===== src/rtl/pll_sup_pkg.sv =====
// Shared state encoding and width helpers for the PLL lock supervisor.
// No logic of its own; zero latency.
// No flow control; constants and constant functions only.
package pll_sup_pkg;

    typedef enum logic [2:0] {
        RESET_PLL = 3'd0,
        WAIT_LOCK = 3'd1,
        STABILIZE = 3'd2,
        RUN       = 3'd3,
        FAIL      = 3'd4
    } pll_state_t;

    // Bits needed to hold 0..value-1, never less than one.
    function automatic int clog2(input int value);
        int w;
        w = 1;
        while (((1 << w) < value) && (w < 31)) w++;
        return w;
    endfunction

    function automatic int max3(input int a, input int b, input int c);
        int m;
        m = (a > b) ? a : b;
        return (m > c) ? m : c;
    endfunction

endpackage


===== src/rtl/sync_bit.sv =====
// Two-flop synchroniser for a single level signal, async active-high clear.
// Latency: two destination clock edges.
// No backpressure; samples every edge.
module sync_bit (
    input  logic clk,
    input  logic clr,
    input  logic d,
    output logic q
);

    logic meta;

    always_ff @(posedge clk or posedge clr) begin
        if (clr) begin
            meta <= 1'b0;
            q    <= 1'b0;
        end else begin
            meta <= d;
            q    <= meta;
        end
    end

endmodule


===== src/rtl/pll_lock_supervisor.sv =====
// Sequences PLL reset, qualifies lock, and gates the downstream reset; retries or flags failure.
// Latency: lock rise to sys_rst release is 2 + STABLE_CYCLES + 1 edges; lock loss to reset is 3 edges.
// No backpressure; retry_clr is a one-cycle request honoured only in FAIL.
module pll_lock_supervisor
    import pll_sup_pkg::*;
#(
    parameter  int RST_CYCLES    = 16,
    parameter  int LOCK_TIMEOUT  = 50000,
    parameter  int STABLE_CYCLES = 1024,
    parameter  int MAX_RETRY     = 3,
    parameter  int CNT_W         = 8,
    localparam int RTY_W         = clog2(MAX_RETRY + 1)
) (
    input  logic             clkin1,
    input  logic             rst,
    input  logic             pll_lock,
    input  logic             retry_clr,
    output logic             pll_rst,
    output logic             sys_rst,
    output logic             locked,
    output logic             fail,
    output logic [RTY_W-1:0] retry_cnt,
    output logic [CNT_W-1:0] loss_cnt
);

    localparam int TMR_W = clog2(max3(RST_CYCLES, LOCK_TIMEOUT, STABLE_CYCLES));
    localparam logic [TMR_W-1:0] RST_LAST = TMR_W'(RST_CYCLES - 1);
    localparam logic [TMR_W-1:0] TMO_LAST = TMR_W'(LOCK_TIMEOUT - 1);
    localparam logic [TMR_W-1:0] STB_LAST = TMR_W'(STABLE_CYCLES - 1);
    localparam logic [RTY_W-1:0] RTY_MAX  = RTY_W'(MAX_RETRY);

    pll_state_t       state_q, state_d;
    logic [TMR_W-1:0] tmr_q, tmr_d;
    logic [RTY_W-1:0] retry_d;
    logic [CNT_W-1:0] loss_d;
    logic             lock_s;

    sync_bit u_lock_sync (
        .clk (clkin1),
        .clr (rst),
        .d   (pll_lock),
        .q   (lock_s)
    );

    always_comb begin
        state_d = state_q;
        retry_d = retry_cnt;
        loss_d  = loss_cnt;
        case (state_q)
            RESET_PLL: begin
                if (tmr_q == RST_LAST) state_d = WAIT_LOCK;
            end
            WAIT_LOCK: begin
                // Lock seen on the final timeout cycle still counts as lock.
                if (lock_s) begin
                    state_d = STABILIZE;
                end else if (tmr_q == TMO_LAST) begin
                    retry_d = retry_cnt + 1'b1;
                    state_d = (retry_d == RTY_MAX) ? FAIL : RESET_PLL;
                end
            end
            STABILIZE: begin
                if (!lock_s) begin
                    state_d = WAIT_LOCK;
                end else if (tmr_q == STB_LAST) begin
                    state_d = RUN;
                    retry_d = '0;
                end
            end
            RUN: begin
                if (!lock_s) begin
                    if (loss_cnt != '1) loss_d = loss_cnt + 1'b1;
                    state_d = RESET_PLL;
                end
            end
            FAIL: begin
                if (retry_clr) begin
                    retry_d = '0;
                    state_d = RESET_PLL;
                end
            end
            default: state_d = RESET_PLL;
        endcase
        tmr_d = (state_d != state_q) ? '0 : tmr_q + 1'b1;
    end

    // Outputs decode the next state so they move on the edge that enters it.
    always_ff @(posedge clkin1 or posedge rst) begin
        if (rst) begin
            state_q   <= RESET_PLL;
            tmr_q     <= '0;
            retry_cnt <= '0;
            loss_cnt  <= '0;
            pll_rst   <= 1'b1;
            sys_rst   <= 1'b1;
            locked    <= 1'b0;
            fail      <= 1'b0;
        end else begin
            state_q   <= state_d;
            tmr_q     <= tmr_d;
            retry_cnt <= retry_d;
            loss_cnt  <= loss_d;
            pll_rst   <= (state_d == RESET_PLL) || (state_d == FAIL);
            sys_rst   <= (state_d != RUN);
            locked    <= (state_d == RUN);
            fail      <= (state_d == FAIL);
        end
    end

endmodule

===== config.mk =====
export PLATFORM = sky130hd
export DESIGN_NAME = pll_lock_supervisor
export DESIGN_NICKNAME = d
export VERILOG_FILES = /design/src/rtl/pll_sup_pkg.sv /design/src/rtl/sync_bit.sv /design/src/rtl/pll_lock_supervisor.sv
export SDC_FILE = /design/constraint.sdc
export NUM_CORES = 1
export LEC_CHECK = 0
export CORE_ASPECT_RATIO = 1.4
export CORE_MARGIN = 2
export CORE_UTILIZATION = 55
export CTS_CLUSTER_SIZE = 25
export DETAILED_ROUTE_END_ITERATION = 6
export GPL_ROUTABILITY_DRIVEN = 0
export HOLD_SLACK_MARGIN = 0.03
export MAX_ROUTING_LAYER = met4
export PLACE_DENSITY = 0.78
export SYNTH_ARGS = -nofsm -noshare
export SYNTH_HDL_FRONTEND = slang
export SYNTH_SLANG_ARGS = --single-unit
export TNS_END_PERCENT = 30

===== constraint.sdc =====
create_clock -name clkin1 -period 2.3 [get_ports clkin1]
set_input_delay 0.345 -clock clkin1 [delete_from_list [all_inputs] [get_ports clkin1]]
set_output_delay 0.345 -clock clkin1 [all_outputs]
set_load 0.03 [all_outputs]

==> flow_summary.json, run 1 <==
{
  "antennaDiodeCount": 0,
  "power_density_mw_per_mm2": 928,
  "whs_path_depth": 0,
  "portBuffers": 17,
  "critPathTopFamily": "simple AND/OR/NAND/NOR gates",
  "grt_antenna_before_repair": 0,
  "layout-drive-gt1-share": 0.141,
  "p_leak_uw": 0.000930,
  "gr-usage-all-layers": 0.217,
  "synth_nets": 180,
  "finalWirelength_um": 3390,
  "num-fill-cells": 228,
  "fin_crit_sh": 0.910,
  "max_freq_mhz": 478,
  "cts_tree": "done",
  "clock_path_buffers": 2,
  "synth_cell_type_count": 43,
  "hold_class": "reg2reg",
  "crit_arrival_ns": 2.27,
  "grt_pass1_vias": 1320,
  "dieWidth_um": 51.9,
  "slew_violations": 0,
  "ios": 18,
  "start_util": 0.571,
  "clk_pin_slew_ns": 0.07,
  "area_growth_pct": 20.6,
  "grt_pass1_wl_um": 5800,
  "cp_max_fo": 5,
  "end_kind": "flop",
  "dr.first_iter.drc_count": 23,
  "setup_ws_ns": 0.206,
  "final_cell_mix": "33 x dfrtp_1, 17 x clkdlybuf4s50_1, 16 x nor2_1",
  "path_class": "reg2reg",
  "netlist_instances": 173,
  "synth_top_area_cell": "dfrtp_1",
  "grt_overflow_total": 0,
  "rsz0062_at_grt": "false",
  "synth_async_sr_flop_share": 1.00,
  "cts_hold_buf": 0,
  "rows": 24,
  "path_buf_inv": 1,
  "fin_nets": 205,
  "clkLatencyLatePin_ns": 0.28,
  "netlist_area_sq_mm": 0.00177,
  "netlist.area_leader.share": 0.468,
  "regArea_sq_um": 878,
  "crit_chain": "ha_1 > nand3_1 > buf_4 > nor2_1 > a22oi_1 > or3b_1 > and2_1",
  "crit_path_max_incr_delay_ns": 0.45,
  "whs_ns": 0.359,
  "crit_required_ns": 2.48,
  "relSlewSlack": 0.607,
  "reg2regPathDepth": 7,
  "period_minus_slack_ns": 2.09,
  "synthFlopType": "dfrtp_1",
  "syn_avg_cell_area_sq_um": 10.2,
  "viasPerCell": 5.62,
  "h-tree-depth": 2,
  "dp_slack_ns": -0.148,
  "final_common_cell": "dfrtp_1",
  "cts_buffers": 5,
  "cp-start-kind": "flop",
  "ant_nets": 0,
  "cap_violations": 0,
  "setup_viol": 0,
  "grt_max_degree": 36,
  "synth_seq_cells": 35,
  "min-delay-start": "u_lock_sync.meta$_DFF_PP0_",
  "clock_sinks": 35,
  "die_h_um": 71.0,
  "drc": 0,
  "r2r_slack_ns": 0.21,
  "core_sq_mm": 0.00309,
  "yosysWarningCount": 0,
  "vias": 1337,
  "whs_endpoint": "u_lock_sync.q$_DFF_PP0_",
  "r2r-end": "locked$_DFF_PP0_",
  "synth_edf_count": 0,
  "dr.pass1.iters": 4,
  "hpwlAfterDp_um": 2410,
  "hold_viol_final": 0,
  "multi_input_area_sq_um": 856,
  "synthTopCellsByArea": "dfrtp_1 47%, xor2_1 5.5%, xnor2_1 5.0%",
  "cts-root-buf": "clkbuf_8",
  "worst_ir_drop_vdd_mv": 0.625,
  "skew_ns": 0.00642,
  "fp.dieArea_sq_mm": 0.00369,
  "reg2reg_from": "tmr_q[0]$_DFF_PP0_",
  "synth-seq-area-share": 0.498,
  "status": "finished clean",
  "wl_per_cell_um": 14.3,
  "slowest_stage": "or3b_1",
  "worst_pin_slew_ns": 0.590
}
[stage by stage]
step	std cells	power, uW	setup TNS, ns	util	area (sq um)
floorplan	173	1300	0	-	1770
global placement	229	1450	-0.682	0.648	2010
detailed placement	229	1490	-1.48	0.648	2010
CTS	237	1930	0	0.678	2100
global route	238	2110	0	0.688	2130
finish	238	1970	0	0.688	2130
[logic make-up after synthesis]
family,Yosys count,synth area share
AOI/OAI and AO/OA,18,0.0865
xor gates and xnor gates,21,0.104
adders and majority gates,3,0.0213
buffers and inverters,12,0.0283
DFF,35,0.498
muxes,2,0.0120
and+or+nand+nor,82,0.250
[sequential cells by signal, summed over array words and instances (netlist names)]
register,cells
sys_rst,1
state_q,3
u_lock_sync.meta,1
retry_cnt,2
fail,1
loss_cnt,8
locked,1
pll_rst,1
tmr_q,16
u_lock_sync.q,1
[synth_stat cells, types with 2 or more instances]
cell type   n
xor2_1     11
nand3_1     6
xnor2_1    10
nand2_1    13
nor3_1     14
nand2b_1    6
nor2_1     16
inv_1       5
dfstp_2     2
and3_1      4
nand4_1     6
and4_1      2
clkbuf_1    5
o21ai_0     3
nand3b_1    2
a21oi_1     6
dfrtp_1    33
and2_1      2
ha_1        3
[final cells by class]
type	count	share of cell area
sequential	35	0.413
clock buffer	5	0.0323
clock inverter	3	0.00705
tap	39	0.0229
multi-input combinational	126	0.402
inverter	5	0.00882
timing repair buffer	25	0.114
[worst max-delay path by stage]
stage,slack [ns],end,startpoint,cells after the start
after detailed placement,-0.15,tmr_q[6]$_DFF_PP0_,tmr_q[11]$_DFF_PP0_,5
after floorplan,0.28,tmr_q[3]$_DFF_PP0_,tmr_q[11]$_DFF_PP0_,6
after CTS,0.008,tmr_q[8]$_DFF_PP0_,tmr_q[11]$_DFF_PP0_,5
after global placement,-0.07,tmr_q[14]$_DFF_PP0_,tmr_q[11]$_DFF_PP0_,5
final,0.21,locked$_DFF_PP0_,tmr_q[0]$_DFF_PP0_,7
after global routing,0.04,retry_cnt[1]$_DFFE_PP0P_,tmr_q[0]$_DFF_PP0_,7
[where the power goes]
part	internal, uW	total [uW]	switching [uW]
Sequential	719	822	103
Clock	207	419	212
Combinational	321	733	412
Total	1250	1970	728
[per-layer routing]
metal  vias up  track usage  share of wire
met1       642        0.260           0.43
li1        661            -              -
met4         0       0.0760          0.015
met3         5       0.0570          0.032
met5         -            -              0
met2        29        0.350           0.52
[what timing repair did]
| action | CTS | global route |
|---|---|---|
| pin swaps | 0 | 1 |
| resized for setup | 1 | 3 |
| buffers inserted | 0 | 1 |
| setup endpoints to repair | 12 | 16 |
Power figures use the tool's default switching activity.
==> run 2, diff against run 1 <==
--- a/config.mk
+++ b/config.mk
@@ -17,4 +17,4 @@
 export SYNTH_ARGS = -nofsm -noshare
 export SYNTH_HDL_FRONTEND = slang
 export SYNTH_SLANG_ARGS = --single-unit
-export TNS_END_PERCENT = 30
+export TNS_END_PERCENT = 1
==> results of run 2 <==
Same layout as run 1: the final DEF is identical, and so are final timing and power.
